--- src/rtl/memz_pkg.sv ---
// Shared definitions for the MEMZ slice ring controller: default stage
// encodings, the write-state enumeration and a width helper.
package memz_pkg;

  localparam int unsigned START_LIM_DEF = 4;
  localparam int unsigned REL_STAGE_DEF = 9;

  typedef enum logic {
    IDLE  = 1'b0,
    WRITE = 1'b1
  } wr_state_t;

  function automatic int unsigned clog2(input int unsigned v);
    int unsigned r;
    r = 0;
    for (int unsigned i = 0; i < 32; i++) begin
      if ((32'd1 << i) < v) r = i + 1;
    end
    return r;
  endfunction

endpackage

--- src/rtl/memz_slice_ctrl_if.sv ---
// Stage/step inputs and MEMZ status outputs of the slice controller.
interface memz_slice_ctrl_if #(
  parameter int unsigned STAGE_W = 4,
  parameter int unsigned SLC_W   = 2
);

  logic [STAGE_W-1:0] rd_stage;
  logic [STAGE_W-1:0] wr_stage;
  logic               rd_lstep;
  logic               wr_lstep;
  logic               wren_MEMZ;
  logic               slcwraddr_MEMZ;
  logic [SLC_W-1:0]   wrslc_MEMZ;
  logic [SLC_W-1:0]   rdslc_MEMZ;
  logic               full_MEMZ;
  logic               empty_MEMZ;
  logic               stall_MEMZ;
  logic               err_MEMZ;

  modport master (
    output rd_stage, wr_stage, rd_lstep, wr_lstep,
    input  wren_MEMZ, slcwraddr_MEMZ, wrslc_MEMZ, rdslc_MEMZ,
    input  full_MEMZ, empty_MEMZ, stall_MEMZ, err_MEMZ
  );

  modport slave (
    input  rd_stage, wr_stage, rd_lstep, wr_lstep,
    output wren_MEMZ, slcwraddr_MEMZ, wrslc_MEMZ, rdslc_MEMZ,
    output full_MEMZ, empty_MEMZ, stall_MEMZ, err_MEMZ
  );

endinterface

--- src/rtl/memz_slice_ring.sv ---
// Ring bookkeeping for MEMZ slices: write/read pointers and the count of
// committed, unreleased slices.
module memz_slice_ring
  import memz_pkg::*;
#(
  parameter int unsigned NSLC  = 3,
  parameter int unsigned SLC_W = 2
) (
  input  logic             clk,
  input  logic             rst,
  input  logic             commit,
  input  logic             retire,
  output logic [SLC_W-1:0] wr_ptr,
  output logic [SLC_W-1:0] rd_ptr,
  output logic             full,
  output logic             empty,
  output logic             free
);

  localparam int unsigned      OCC_W    = clog2(NSLC + 1);
  localparam logic [SLC_W-1:0] PTR_LAST = SLC_W'(NSLC - 1);
  localparam logic [OCC_W-1:0] OCC_MAX  = OCC_W'(NSLC);

  logic [OCC_W-1:0] occ;
  logic [OCC_W-1:0] occ_next;

  always_comb begin
    occ_next = occ;
    if (commit && !retire)      occ_next = occ + 1'b1;
    else if (!commit && retire) occ_next = occ - 1'b1;
  end

  // Free-slice check looks at the post-commit/release count so a
  // back-to-back start can claim the slot a same-cycle release opens.
  assign free  = (occ_next < OCC_MAX);
  assign full  = (occ == OCC_MAX);
  assign empty = (occ == '0);

  always_ff @(posedge clk or posedge rst) begin
    if (rst) begin
      wr_ptr <= '0;
      rd_ptr <= '0;
      occ    <= '0;
    end else begin
      occ <= occ_next;
      if (commit) wr_ptr <= (wr_ptr == PTR_LAST) ? '0 : wr_ptr + 1'b1;
      if (retire) rd_ptr <= (rd_ptr == PTR_LAST) ? '0 : rd_ptr + 1'b1;
    end
  end

endmodule

--- src/rtl/memz_slice_ctrl.sv ---
// MEMZ slice controller: decodes start/stop/release events, runs the
// write-burst FSM and keeps a sticky protocol error flag.
module memz_slice_ctrl
  import memz_pkg::*;
#(
  parameter int unsigned STAGE_W   = 4,
  parameter int unsigned NSLC      = 3,
  parameter int unsigned SLC_W     = 2,
  parameter int unsigned START_LIM = START_LIM_DEF,
  parameter int unsigned REL_STAGE = REL_STAGE_DEF
) (
  input logic               clk,
  input logic               rst,
  memz_slice_ctrl_if.slave  bus
);

  localparam logic [STAGE_W-1:0] START_V = STAGE_W'(START_LIM);
  localparam logic [STAGE_W-1:0] REL_V   = STAGE_W'(REL_STAGE);

  wr_state_t        state;
  logic             wren;
  logic             err;
  logic             start, stop, rel;
  logic             commit, retire, stall;
  logic             free, full, empty;
  logic [SLC_W-1:0] wr_ptr, rd_ptr;

  assign start = bus.rd_lstep & (bus.rd_stage < START_V);
  assign stop  = bus.wr_lstep & bus.wr_stage[0] & (bus.wr_stage < START_V);
  assign rel   = bus.rd_lstep & (bus.rd_stage == REL_V);

  assign commit = stop & (state == WRITE);
  assign retire = rel & ~empty;
  assign stall  = start & ~free & ((state == IDLE) | stop);

  memz_slice_ring #(
    .NSLC  (NSLC),
    .SLC_W (SLC_W)
  ) u_ring (
    .clk    (clk),
    .rst    (rst),
    .commit (commit),
    .retire (retire),
    .wr_ptr (wr_ptr),
    .rd_ptr (rd_ptr),
    .full   (full),
    .empty  (empty),
    .free   (free)
  );

  always_ff @(posedge clk or posedge rst) begin
    if (rst) begin
      state <= IDLE;
      wren  <= 1'b0;
      err   <= 1'b0;
    end else begin
      err <= err | stall | (stop & (state == IDLE)) | (rel & empty);
      case (state)
        IDLE: begin
          if (start && free) begin
            state <= WRITE;
            wren  <= 1'b1;
          end
        end
        WRITE: begin
          // Stop with a same-cycle start chains into the next slice
          // without a gap; start alone while writing is ignored.
          if (stop && !(start && free)) begin
            state <= IDLE;
            wren  <= 1'b0;
          end
        end
        default: begin
          state <= IDLE;
          wren  <= 1'b0;
        end
      endcase
    end
  end

  assign bus.wren_MEMZ      = wren;
  assign bus.slcwraddr_MEMZ = wren & bus.wr_stage[0];
  assign bus.wrslc_MEMZ     = wr_ptr;
  assign bus.rdslc_MEMZ     = rd_ptr;
  assign bus.full_MEMZ      = full;
  assign bus.empty_MEMZ     = empty;
  assign bus.stall_MEMZ     = stall;
  assign bus.err_MEMZ       = err;

endmodule
--- src/flat_wrapper.sv ---
// flat-port wrapper written by rule: the top's interface ports become plain ports
module memz_slice_ctrl_flat import memz_pkg::*;
#(
  parameter int unsigned STAGE_W   = 4,
  parameter int unsigned NSLC      = 3,
  parameter int unsigned SLC_W     = 2,
  parameter int unsigned START_LIM = START_LIM_DEF,
  parameter int unsigned REL_STAGE = REL_STAGE_DEF
)
  (clk, rst, bus_rd_stage, bus_wr_stage, bus_rd_lstep, bus_wr_lstep, bus_wren_MEMZ, bus_slcwraddr_MEMZ, bus_wrslc_MEMZ, bus_rdslc_MEMZ, bus_full_MEMZ, bus_empty_MEMZ, bus_stall_MEMZ, bus_err_MEMZ);
  memz_slice_ctrl_if #(.STAGE_W(STAGE_W), .SLC_W(SLC_W)) bus_i ();
  input logic clk;
  input logic rst;
  input wire logic [$bits(bus_i.rd_stage)-1:0] bus_rd_stage;
  input wire logic [$bits(bus_i.wr_stage)-1:0] bus_wr_stage;
  input wire logic [$bits(bus_i.rd_lstep)-1:0] bus_rd_lstep;
  input wire logic [$bits(bus_i.wr_lstep)-1:0] bus_wr_lstep;
  output wire logic [$bits(bus_i.wren_MEMZ)-1:0] bus_wren_MEMZ;
  output wire logic [$bits(bus_i.slcwraddr_MEMZ)-1:0] bus_slcwraddr_MEMZ;
  output wire logic [$bits(bus_i.wrslc_MEMZ)-1:0] bus_wrslc_MEMZ;
  output wire logic [$bits(bus_i.rdslc_MEMZ)-1:0] bus_rdslc_MEMZ;
  output wire logic [$bits(bus_i.full_MEMZ)-1:0] bus_full_MEMZ;
  output wire logic [$bits(bus_i.empty_MEMZ)-1:0] bus_empty_MEMZ;
  output wire logic [$bits(bus_i.stall_MEMZ)-1:0] bus_stall_MEMZ;
  output wire logic [$bits(bus_i.err_MEMZ)-1:0] bus_err_MEMZ;
  assign bus_i.rd_stage = bus_rd_stage;
  assign bus_i.wr_stage = bus_wr_stage;
  assign bus_i.rd_lstep = bus_rd_lstep;
  assign bus_i.wr_lstep = bus_wr_lstep;
  assign bus_wren_MEMZ = bus_i.wren_MEMZ;
  assign bus_slcwraddr_MEMZ = bus_i.slcwraddr_MEMZ;
  assign bus_wrslc_MEMZ = bus_i.wrslc_MEMZ;
  assign bus_rdslc_MEMZ = bus_i.rdslc_MEMZ;
  assign bus_full_MEMZ = bus_i.full_MEMZ;
  assign bus_empty_MEMZ = bus_i.empty_MEMZ;
  assign bus_stall_MEMZ = bus_i.stall_MEMZ;
  assign bus_err_MEMZ = bus_i.err_MEMZ;
  memz_slice_ctrl #(.STAGE_W(STAGE_W), .NSLC(NSLC), .SLC_W(SLC_W), .START_LIM(START_LIM), .REL_STAGE(REL_STAGE)) u_core (.clk(clk), .rst(rst), .bus(bus_i));
endmodule
--- config.mk ---
export PLATFORM = sky130hd
export DESIGN_NAME = memz_slice_ctrl_flat
export DESIGN_NICKNAME = d
export VERILOG_FILES = /design/src/rtl/memz_pkg.sv /design/src/rtl/memz_slice_ctrl_if.sv /design/src/rtl/memz_slice_ring.sv /design/src/rtl/memz_slice_ctrl.sv /design/src/flat_wrapper.sv
export SDC_FILE = /design/constraint.sdc
export NUM_CORES = 1
export LEC_CHECK = 0
export CORE_UTILIZATION = 41
export DETAILED_ROUTE_END_ITERATION = 12
export PLACE_DENSITY = 0.76
export SLEW_MARGIN = 10
export SYNTH_ARGS = -nofsm -noshare
export SYNTH_HDL_FRONTEND = slang
export SYNTH_SLANG_ARGS = --single-unit
--- constraint.sdc ---
create_clock -name clk -period 2.6 [get_ports clk]
set_clock_uncertainty 0.15 [all_clocks]
set_input_delay 0.26 -clock clk [delete_from_list [all_inputs] [get_ports clk]]
set_output_delay 0.26 -clock clk [all_outputs]
set_load 0.05 [all_outputs]
== Word level (Yosys, flattened, before mapping) ==
Index checks and enable logic that the tools add are counted.
Storage, ports and cells
  logic and storage cells: 56
  output and inout bits: 10
  bits in registers: 9
Operators by class
  order comparisons: 3
  bitwise logic cells: 18
  muxes and demuxes: 10
  reduce and logical (&&, ||, !) cells: 9
  add/sub/neg operators: 4
  eq/ne operators: 6
Operators with widths (number)
  $and 1x1->1: 11
  $lt 4x3->1 const B: 2
  $mux 2: 4
  $add 2x1->2 const B: 3
  $eq 2x2->1 const B: 3
  $eq 4x4->1 const B: 1
  $logic_and 1x1->1: 4
  $mux 1: 4
  $ne 2x2->1 const B: 2
  $or 1x1->1: 4
  $pmux 1 s2: 2
  $logic_not 1->1: 3
  $not 1->1: 3
  $logic_not 2->1: 1
  $lt 2x2->1 const B: 1
  $reduce_and 2->1: 1
  $sub 2x1->2 const B: 1

== Longest topological paths before layout ==
Gate-level depths: netlist (run 1).
  depth in word-level cells: 14
  mapped depth: 7
  gate-level depth less buffers: 7

== Modules after synthesis ==
Synthesis (run 1) repeated with hierarchy kept, for this count alone.
Second synthesis, totals
  cells, all modules: 53
  area total of the unflattened synthesis: 546.8 um^2
Modules (own cells, without submodules)
  memz_slice_ring: seq. area each 150.1 um^2, area each 351.6 um^2, times used 1, cells each 32
  memz_slice_ctrl: seq. area each 75.1 um^2, area each 195.2 um^2, times used 1, cells each 21

== Worst setup path before layout (run 1) ==
OpenSTA, ideal clock, no wires.
  kind: reg-to-reg
  start point: register u_core.u_ring.occ[0]
  end point: register u_core.err, in the netlist u_core.bus.err_MEMZ
  arrival: 2411 ps
  required time: 2311 ps
  stages on the path, launching flop included: 8
  slack: -99 ps
  cell sequence: dfrtp_1 inv_1 ha_1 and4bb_4 a211oi_4 and3_1 o21a_1 or4_1
Between the ends
  longest elaborated chain between the ends: 13
  elaborated cells between the ends (all ways): 18
  those cells by class: 2 x add/sub; 1 x order compare; 2 x mux; 9 x bitwise; 4 x reduce/logical
RTL lines
  from (decl): RTL line memz_slice_ring.sv:24  | logic [OCC_W-1:0] occ;
  from (signal assigned): RTL line memz_slice_ring.sv:45  | occ <= occ_next;
  $logic_not 2->1 *: RTL line memz_slice_ring.sv:37  | assign empty = (occ == '0);
  net bus_empty_MEMZ: RTL line flat_wrapper.sv:23  | output wire logic [$bits(bus_i.empty_MEMZ)-1:0] bus_empty_MEMZ;
  $not 1->1 *: RTL line memz_slice_ctrl.sv:33  | assign retire = rel & ~empty;
  $and 1x1->1 *: RTL line memz_slice_ctrl.sv:33
  $logic_and 1x1->1 or $logic_not 1->1 (tied branches): RTL line memz_slice_ring.sv:30, memz_slice_ring.sv:29
  $mux 2 or $logic_and 1x1->1 (tied branches): RTL line memz_slice_ring.sv:30, memz_slice_ring.sv:29
  $mux 2 *: RTL line memz_slice_ring.sv:29  | if (commit && !retire) occ_next = occ + 1'b1;
  $lt 2x2->1 *: RTL line memz_slice_ring.sv:35  | assign free = (occ_next < OCC_MAX);
  $not 1->1 *: RTL line memz_slice_ctrl.sv:34  | assign stall = start & ~free & ((state == IDLE) | stop);
  $and 1x1->1 * (2 in series): RTL line memz_slice_ctrl.sv:34
  net bus_stall_MEMZ: RTL line flat_wrapper.sv:24  | output wire logic [$bits(bus_i.stall_MEMZ)-1:0] bus_stall_MEMZ;
  $or 1x1->1 * (3 in series): RTL line memz_slice_ctrl.sv:57  | err <= err | stall | (stop & (state == IDLE)) | (rel & empty);
  to (signal assigned): RTL line memz_slice_ctrl.sv:57
  to (decl): RTL line memz_slice_ctrl.sv:22  | logic err;
The timed path passes the listed nets; every way through them passes the cells marked *.
A chain may end at the register's enable or synchronous reset.

== Worst setup path after layout (run 1) ==
  start point: register u_core.u_ring.occ[0]
  end point: output port bus_stall_MEMZ
Between the ends
  longest elaborated chain between the ends: 10
  elaborated cells between the ends (all ways): 14
  those cells by class: 2 x add/sub; 1 x order compare; 2 x mux; 5 x bitwise; 4 x reduce/logical
RTL lines (RTL line)
  $logic_not 2->1: memz_slice_ring.sv:37
  $not 1->1: memz_slice_ctrl.sv:33
  $and 1x1->1: memz_slice_ctrl.sv:33
  $logic_and 1x1->1 or $logic_not 1->1 (tied branches): memz_slice_ring.sv:30, memz_slice_ring.sv:29
  $mux 2 or $logic_and 1x1->1 (tied branches): memz_slice_ring.sv:30, memz_slice_ring.sv:29
  $mux 2 *: memz_slice_ring.sv:29
  $lt 2x2->1 *: memz_slice_ring.sv:35
  $not 1->1 *: memz_slice_ctrl.sv:34
  $and 1x1->1 * (2 in series): memz_slice_ctrl.sv:34
  to (decl): flat_wrapper.sv:24
Mark *: on every way between the ends. The rest lies on a longest branch, timed or not.

==> results list, run 1 <==
* Result of the run: finished, final reports clean
- CTS Sinks: 9
* Synthesized instance count: between 60 and 70
- Most used flip-flop cell after synthesis: dfrtp_1
- Startpoint-to-endpoint class of the critical path: reg -> out
* Aggregate routed wire length: 1070 um
- In the global route stage, overall resource usage came out at between 10% and 20%.
- Crit share post-route: between 90 and 100%
* Clock power share: a little under an eighth
* Worst hold-check path type: in -> async
- Cell area after placement: 800 um2
- For this run, design rule violations remaining after detail routing come to 0.
- Via count of the first global-routing pass: 437
- The tool flagged a number of max-cap violations equal to 0.
- The tree is rooted in a clkbuf_4.
- For this design the static power due to leakage is 0.368 nW.
* Number of detailed-route iterations in the first pass: 4
- Vias per inst: between 5 and 6
* Arrival time worst endpoint: around 2.0 ns
- H-tree depth: 1
- Summing over every cut layer, the via total after detailed routing is just over 500.
- After floorplanning, the core was divided into 13 placement rows.
- Combined area of the multi-input logic cells: roughly 330 um2
* Final worst path period need: 2.45 ns
- Register clock-pin slew on the reported worst setup and hold paths: roughly 0.06 ns
- For the worst setup path, the data required time is 2.19 ns.
- Initial core utilization: between 40% and 50%
* Source-to-sink clock delay at the later pin of the worst-skew pair: between 0.2 and 0.3 ns
- Peak fanout along the critical path: 6
* Measured slew at the worst slew-check pin: roughly 0.50 ns
- Share of final-layout standard cells stronger than drive strength 1: between 10% and 20%
- Yosys printed 0 warnings.
- Maximum number of pins on one net before global-route repair: 10
- Synth-to-Final Area Change: 45.4%
- 22 I/O pins were placed.
* Post-Syn Area: around 570 um2
- Setup repair after global routing left no endpoint under its margin.
- In the synthesized netlist the async set-or-reset flop fraction comes to 100%.
* Number of DRC markers after the initial detailed-route iteration: 7
- The core region is around 0.0013 mm2.
* Worst voltage drop across the vdd grid: roughly 0.00057 V
- Filler Cells Inserted: between 100 and 150
- Ranked by total cell area, the synthesized netlist is headed by dfrtp_1 40%, nand2_1 5.3%, nor2_1 5.3%.
- The floorplan step set the die height to between 30 and 40 um.
- Yosys mapped the design onto 26 distinct sky130hd cell types.
- Total CTS buffers: 3
- Setup violations remaining at the end of the flow were counted as 0.
* Net Count, Synth: 75
- In this run the power spent charging and discharging nets is around 0.42 mW.
- Sequential cells burn a little under 30% of the power.
- Commonest cells after routing, fill and taps aside: 19 x clkdlybuf4s50_1, 9 x dfrtp_1, 8 x nand2_1, 8 x nor2_1, 5 x inv_1
- The floorplan step defined a die boundary enclosing around 0.0015 mm2.
* Largest incremental delay on the critical path: 0.44 ns
- Relative slew slack: between 60% and 70%
* Number of enable flip-flop cells after synthesis: 0
- Timing would allow up to 0.408 GHz.
* Power per cell area: around 1100 mW/mm2
- Post-layout nets: 100
- Share of Yosys cell area claimed by the top area cell type: around 40%
- Die width: about 39 um
* Wire length of the first global-routing pass: between 1500 and 2000 um
* Antenna diode instance count: 0
* Clock tree from TritonCTS: built
* Antenna violations before repair: 0
- Dividing the detail-routed wire length by the instance count gives ~11 um.
- The internal power of the cells totals ~0.45 mW.
- In this run the remaining antenna-violating nets after routing total 0.
* Global placer's final weighted congestion: 0.818
- Number of storage elements in the synthesis netlist: 9
* Final hold viol count: 0
- STA classifies the critical path startpoint as a register.
* Crit-path cells: inv_1, ha_2, and4bb_4, a211oi_4, and3_1, o21a_1, buf_12
- Summed negative setup slack over all endpoints: 0 ns
* Total grt overflow: 0
- Share of the yosys chip area belonging to registers: 39.6%
- Proportion of total power due to net switching: around 48%
- Slowest CP cell: dfrtp_1
* Cell taking the most area after synthesis: dfrtp_1
- The clock passes through at most 2 buffers.
- Storage cell area: 225 um2
- Leaving out fill and tap cells, the most frequent cell in the layout is clkdlybuf4s50_1.
- Gates resized during post-CTS repair numbered 0.
- Final Max Tran Viols: 0
- The worst setup path is captured at a primary output.
- Averaged over all synthesized cells, the footprint is ~9.3 um2.
- Non-Filler Cell Area, Final: just over 800 um2
* Count of buffers inserted at the top-level ports: 20
- Combinational fraction of design power: around three fifths
-- synth_stat cells, types with 2 or more instances --
cell type  instances
o21ai_0            2
nand3_1            2
and2b_2            2
nor3_1             3
inv_1              5
nand2_1            8
dfrtp_1            9
ha_1               2
nor2_1             8
nor4_1             2
a21o_1             3
-- stage by stage --
stage	instances	power (mW)	utilization, %	setup WS [ns]	hold slack, ns
finish	100	0.872	63.5	0.149	0.112
global route	100	0.934	63.5	0.0231	0.145
CTS	100	0.882	63.5	0.100	0.123
detailed placement	96	0.774	61.4	0.269	0.351
global placement	96	0.761	61.4	0.304	0.304
floorplan	61	0.614	-	0.0526	-0.0621
-- power by group through the flow --
stage	Combinational, mW	Sequential (mW)	Clock [mW]
detailed placement	0.516	0.258	0
global route	0.551	0.268	0.116
CTS	0.518	0.257	0.107
floorplan	0.223	0.391	0
finish	0.514	0.255	0.103
global placement	0.507	0.254	0
-- worst paths after layout --
kind / start / endpoint / slack, ns / cells after the start
worst max-delay path: u_core.u_ring.occ[0] / bus_stall_MEMZ / 0.15 / 7
worst min-delay path: rst / u_core.u_ring.wr_ptr[0] / 0.11 / 2
worst max register to register: u_core.u_ring.occ[0] / u_core.bus.err_MEMZ / 0.27 / 7
worst min register to register: u_core.bus.err_MEMZ / u_core.bus.err_MEMZ / 0.36 / 1
max in group asynchronous: rst / u_core.u_ring.rd_ptr[0] / 1.94 / 2
min in group clk: u_core.bus.err_MEMZ / u_core.bus.err_MEMZ / 0.36 / 1
-- registers in the layout (all words and copies together) (netlist names) --
register and flops:
u_core.u_ring.wr_ptr 2, u_core.bus.err_MEMZ 1, u_core.u_ring.rd_ptr 2, u_core.u_ring.occ 2
u_core.state 1, u_core.bus.wren_MEMZ 1
-- per-layer routing --
layer,share of wire [%],global-route usage [%],wire [um],vias up
met5,0,0,0,-
met4,0,2.59,0,0
met3,6.7,8.67,72,0
met2,51,30.8,546,15
met1,42,17.9,450,227
li1,-,-,-,261
-- kinds of logic after synthesis --
family / synth area share (%)
compound gates: 16.1
xor+xnor: 1.54
buf+inv: 3.30
flops: 39.6
fa+ha+maj: 4.40
simple gates: 35.0
-- worst max-delay path, delay by kind of cell (launching register included) --
kind	cells	cell delay, ns
buf+inv	2	0.24
flops	1	0.44
compound gates	2	0.47
simple gates	2	0.45
fa+ha+maj	1	0.19
-- timing repair --
action,4_1_cts,5_1_grt
setup buffers,0,0
endpoints found under the setup margin,0,1
hold buffers,0,0
-- layout make-up --
cell class                 count  share of cell area (%)
inverter                       5                    2.27
multi-input combinational     47                    39.5
sequential                     9                    27.3
timing repair buffer          20                    25.5
clock buffer                   4                    3.18
tap                           15                    2.27
(Power assumes the default switching activity.)
==> run 2: changes to the inputs <==
- MAX_ROUTING_LAYER: default -> met4
- SKIP_LAST_GASP: default -> 1
==> results list, run 2 (synthesis results as in run 1) <==
- The flow ran to the end, and the final reports show no timing, DRC or antenna violations.
- The static power due to leakage is 0.368 nW (unchanged).
- Pwr Total: 0.871 mW (-0.14%)
- Maximum number of pins on one net before global-route repair: 10 (unchanged)
- Wire length of the first global-routing pass: 1690 um (unchanged)
- The max-capacitance violation count is 0 (unchanged).
* Met3 track demand over resource in global routing: 8.67% (unchanged)
* Worst voltage drop across the vdd grid: 0.000572 V (-0.31%)
- The sum of negative setup slack is 0 ns (unchanged).
- The final weighted congestion in routability-driven placement is 0.830 (+1.5%).
* Total grt overflow: 0 (unchanged)
- Root Driver: clkbuf_4
- CTS Sinks: 9 (unchanged)
- The average vias per placed instance came to 5.01 (-0.40%).
* Maximum buffer depth of the clock tree: 2 (unchanged)
- The share of layout cells above drive strength 1 is 14.1% (unchanged).
* Measured slew at the worst slew-check pin: 0.499 ns (+0.0000933 ns)
* Combined area of the multi-input logic cells: 327 um2 (unchanged)
- Routed vias: 501 (-0.40%)
- Non-Filler Cell Area, Final: 826 um2 (unchanged)
- Number of detailed-route iterations in the first pass: 4 (unchanged)
- All-Layer GR Usage: 17.6% (+0.42 points)
* Die width: 39.2 um (unchanged)
- The highest clock rate is 0.408 GHz (+0.11%).
* Setup repair bufs after CTS: 0 (unchanged)
* Met2 Resource Use GR: 30.8% (unchanged)
- Worst hold-check path type: in -> async
* Number of placement rows: 13 (unchanged)
- Non-filler cells, final: 100 (unchanged)
* Startpoint-to-endpoint class of the critical path: reg -> out
- The total placed cells including tap cells is 96 (unchanged).
- The number of placed I/O pins came to 22 (unchanged).
* Arrival time worst endpoint: 2.04 ns (about the same)
* Most Crowded Layer GR: met2
- Final hold viol count: 0 (unchanged)
- Antenna diode instance count: 0 (unchanged)
- The worst setup path is captured at a primary output.
- # setup viols final: 0 (unchanged)
- The headroom to the max-slew limit is 66.6% (about the same).
* Endpoint required time on the critical path: 2.19 ns (about the same)
- Register clock-pin slew on the reported worst setup and hold paths: 0.06 ns (about the same)
- Storage cell area: 225 um2 (unchanged)
- Peak fanout along the critical path: 6 (unchanged)
* Power per cell area: 1050 mW/mm2 (-0.14%)
* Startpoint types: register
- In the layout the commonest cells are 19 x clkdlybuf4s50_1, 9 x dfrtp_1, 8 x nand2_1, 8 x nor2_1, 5 x inv_1.
- The clock latency at the later pin of the worst-skew pair came to 0.25 ns (about the same).
- The total of cells resized after clock tree synthesis is 0 (unchanged).
- Wire per inst: 10.6 um (-0.56%)
- The initial standard-cell utilization of the core is 43.7% (unchanged).
- The number of buffers added on ports came to 20 (unchanged).
* Via count of the first global-routing pass: 433 (-0.92%)
* Clock tree from TritonCTS: built
- Floorplan core area: 0.00130 mm2 (unchanged)
* Cell area after placement: 800 um2 (unchanged)
- Number of DRC markers after the initial detailed-route iteration: 5 (-2)
- H-tree depth: 1 (unchanged)
- The number of clock buffers inserted by TritonCTS came to 3 (unchanged).
- The DRC violation count after routing came to 0 (unchanged).
- Met1 GRT Util: 17.9% (unchanged)
- Synth-to-Final Area Change: 45.4% (unchanged)
* Aggregate routed wire length: 1060 um (-0.56%)
* Post-layout nets: 100 (unchanged)
- The library cell used most frequently in the layout, excluding fill and tap cells, is clkdlybuf4s50_1.
* Antenna violations before repair: 0 (unchanged)
- The die extent in y was 39.2 um (unchanged).
- The share of the core filled with cells in the final layout is 63.5% (unchanged).
* Final worst path period need: 2.45 ns (-0.00260 ns)
* Filler Cells Inserted: 110 (unchanged)
- Final Max Tran Viols: 0 (unchanged)
- The area enclosed by the die boundary was 0.00154 mm2 (unchanged).
- The final period utilization came to 94.2% (-0.10 points).
* Regs by FF count: u_core.u_ring.occ x2, u_core.u_ring.rd_ptr x2, u_core.u_ring.wr_ptr x2
* Setup repair after global routing missed its margin: false
- The number of buffers added to fix hold violations after cts came to 0 (unchanged).
- The count of antenna-violating nets left after detailed routing is 0 (unchanged).
run 2: cell counts in the layout (fill, tap and decap cells not counted):
No cell type changed its count.
run 2: final cells by class:
| class | instances | area share, % |
|---|---|---|
| clock buffer | 4 | 3.18 |
| inverter | 5 | 2.27 |
| sequential | 9 | 27.3 |
| tap | 15 | 2.27 |
| timing repair buffer | 20 | 25.5 |
| multi-input combinational | 47 | 39.5 |
run 2: worst paths after layout:
path	from	endpoint	slack [ns]	depth (start not counted)
max reg2reg	u_core.u_ring.occ[0]	u_core.bus.err_MEMZ	0.27	7
max in group asynchronous	rst	u_core.u_ring.occ[1]	1.94	2
min reg2reg	u_core.bus.err_MEMZ	u_core.bus.err_MEMZ	0.36	1
max	u_core.u_ring.occ[0]	bus_stall_MEMZ	0.15	7
min	rst	u_core.u_ring.wr_ptr[1]	0.11	2
min in group clk	u_core.bus.err_MEMZ	u_core.bus.err_MEMZ	0.36	1
run 2: worst max-delay path: stages (launching register included):
cell      delay [ns]
dfrtp_1         0.44
inv_1           0.08
ha_2            0.18
and4bb_4        0.25
a211oi_4        0.30
and3_1          0.20
o21a_1          0.17
buf_12          0.15
run 2: per-stage QoR:
step                worst slack [ns]  hold WS [ns]
global placement               0.304         0.304
detailed placement             0.269         0.351
global route                  0.0231         0.145
finish                         0.151         0.113
CTS                            0.100         0.123
floorplan                     0.0526       -0.0621
run 2: metal layers:
layer  vias up  share of wire (%)
met1       225                 41
met2        15                 52
met4         0                  0
met3         0                7.0
met5         -                  0
li1        261                  -
run 2: power breakdown:
part	internal, mW	switching (mW)	leakage (nW)
clock network	0.0588	0.0436	0.0150
registers	0.198	0.0565	0.109
logic	0.196	0.317	0.244
==> run 3: changes to the inputs <==
- CTS_CLUSTER_DIAMETER: default -> 150
- PLACE_DENSITY: 0.76 -> 0.75
- SKIP_CTS_REPAIR_TIMING: default -> 1
==> results list, run 3 (synthesis results as in run 1) <==
- The number of fill cells is 118 (+7.3%).
* Startpoint types: register
- Setup crit end kind: primary output
- The clock transition at the register clock pins on the worst setup and hold paths after CTS came to 0.06 ns (about the same).
- Count of buffers inserted at the top-level ports: 20 (unchanged)
- # setup viols final: 0 (unchanged)
* Total grt overflow: 0 (unchanged)
* Global placer's final weighted congestion: 0.816 (-1.7%)
* Synth-to-Final Area Change: 45.4% (unchanged)
- The maximum number of pins on one net before global-route repair is 10 (unchanged).
* Die width: 39.2 um (unchanged)
* Endpoint required time on the critical path: 2.19 ns (about the same)
- Clock tree from TritonCTS: built
- In the final layout, the registers with the most flip-flops are u_core.u_ring.occ x2, u_core.u_ring.rd_ptr x2, u_core.u_ring.wr_ptr x2.
- Combined area of the multi-input logic cells: 327 um2 (unchanged)
* Worst voltage drop across the vdd grid: 0.000572 V (-0.13%)
- Max-cap violations: 0 (unchanged)
- The flow ran to the end, and the final reports show no timing, DRC or antenna violations.
* Maximum buffer depth of the clock tree: 2 (unchanged)
- The summed area of non-filler cells in the final layout came to 826 um2 (unchanged).
- The endpoint identified for the worst register-to-register timing path is u_core.bus.err_MEMZ.
* Summed negative setup slack over all endpoints: 0 ns (unchanged)
- The routed wire length was 1060 um (-0.28%).
- Root Driver: clkbuf_4
* DP Wirelength: approximately 860 um
* Vias per inst: 5.07 (+1.2%)
* Post-DRT Antenna Nets: 0 (unchanged)
- The DRC violation count after routing came to 0 (unchanged).
- H-tree depth: 1 (unchanged)
- Setup repair after global routing missed its margin: false
- The final period utilization came to 94.9% (+0.68 points).
- The arrival time reported for the critical path endpoint was 2.06 ns (+0.02 ns).
* Post-layout nets: 100 (unchanged)
- The row count came to 13 (unchanged).
- Routed vias: 507 (+1.2%)
* Static leakage: 0.368 nW (about the same)
- Floorplan core area: 0.00130 mm2 (unchanged)
* R2r startpoint: u_core.u_ring.occ[0]
- The total power consumption of the routed design was 0.870 mW (-0.11%).
- The number of antenna violations at the first check in global routing came to 0 (unchanged).
- Source-to-sink clock delay at the later pin of the worst-skew pair: 0.25 ns (about the same)
- Power per cell area: 1050 mW/mm2 (-0.11%)
* Most common cell after layout, fill and taps aside: clkdlybuf4s50_1
* Final worst path period need: 2.47 ns (+0.0177 ns)
* Cell Count Post-Placement: 96 (unchanged)
- Top achievable clock speed: 0.405 GHz (-0.72%)
* Top-level I/O count: 22 (unchanged)
- CTS Sinks: 9 (unchanged)
- In this run the worst hold path is classified as in -> async.
- Antenna diode instance count: 0 (unchanged)
- Worst Reg-to-Reg Cells: 7 (unchanged)
* All-Layer GR Usage: 16.3% (-1.2 points)
* Total CTS buffers: 3 (unchanged)
- The headroom to the max-slew limit was 66.4% (-0.20 points).
- Via count of the first global-routing pass: 411 (-5.1%)
- Non-filler cells, final: 100 (unchanged)
- The routed wire length per instance was 10.6 um (-0.28%).
* Final Max Tran Viols: 0 (unchanged)
- The setup path with the least slack is of type reg -> out.
- Initial core utilization: 43.7% (unchanged)
- Measured slew at the worst slew-check pin: 0.502 ns (+0.00294 ns)
* Final hold viol count: 0 (unchanged)
- The area enclosed by the die boundary came to 0.00154 mm2 (unchanged).
- The largest fanout of any net on the critical path is 6 (unchanged).
- Storage cell area: 225 um2 (unchanged)
- The number of DRC violations after detailed-routing iteration 0 came to 6 (+1).
* Cell area after placement: 800 um2 (unchanged)
- The die extent in y came to 39.2 um (unchanged).
- Reg-to-reg slack, setup: 0.30 ns (+0.03 ns)
- Number of detailed-route iterations in the first pass: 2 (-2)
* Share of final-layout standard cells stronger than drive strength 1: 14.1% (unchanged)
* Wire length of the first global-routing pass: 1640 um (-3.3%)
* Commonest cells after routing, fill and taps aside: 19 x clkdlybuf4s50_1, 9 x dfrtp_1, 8 x nand2_1, 8 x nor2_1, 5 x inv_1
## run 3: cell counts in the layout (fill, tap and decap cells not counted)
No cell type changed its count.
## run 3: final cells by class
type / count / area share (%)
Clock buffer: 4 / 3.18
Multi-Input combinational cell: 47 / 39.5
Timing Repair Buffer: 20 / 25.5
Tap cell: 15 / 2.27
Inverter: 5 / 2.27
Sequential cell: 9 / 27.3
## run 3: power breakdown
part	switching [mW]	internal, mW	total (mW)
registers	0.0572	0.198	0.255
logic	0.314	0.196	0.510
clock network	0.0461	0.0590	0.105
## run 3: worst max path at each step
stage,from,end
after floorplan,u_core.u_ring.occ[0],u_core.bus.err_MEMZ
after global placement,bus_rd_stage[3],u_core.bus.err_MEMZ
after detailed placement,bus_rd_stage[3],u_core.bus.err_MEMZ
after CTS,u_core.u_ring.occ[0],bus_stall_MEMZ
after global routing,u_core.u_ring.occ[0],bus_stall_MEMZ
final,u_core.u_ring.occ[0],bus_stall_MEMZ
## run 3: worst max-delay path: stages, from the launching register on
cell	delay, ns
dfrtp_1	0.44
inv_1	0.08
ha_2	0.18
and4bb_4	0.25
a211oi_4	0.32
and3_1	0.20
o21a_1	0.17
buf_12	0.15
## run 3: routing by layer
metal,vias to the layer above,wire length (um),GRT usage (%)
met5,-,0,-
li1,261,-,-
met4,0,0,0
met2,12,494,25.0
met3,0,54,8.67
met1,234,512,20.4
## run 3: metrics by stage
| stage | hold WS, ns | setup slack, ns | utilization, % |
|---|---|---|---|
| after detailed placement | 0.330 | 0.276 | 61.4 |
| after floorplan | -0.0621 | 0.0526 | - |
| after global routing | 0.160 | 0.0155 | 63.5 |
| final | 0.118 | 0.134 | 63.5 |
| after CTS | 0.122 | 0.123 | 63.5 |
| after global placement | 0.308 | 0.304 | 61.4 |
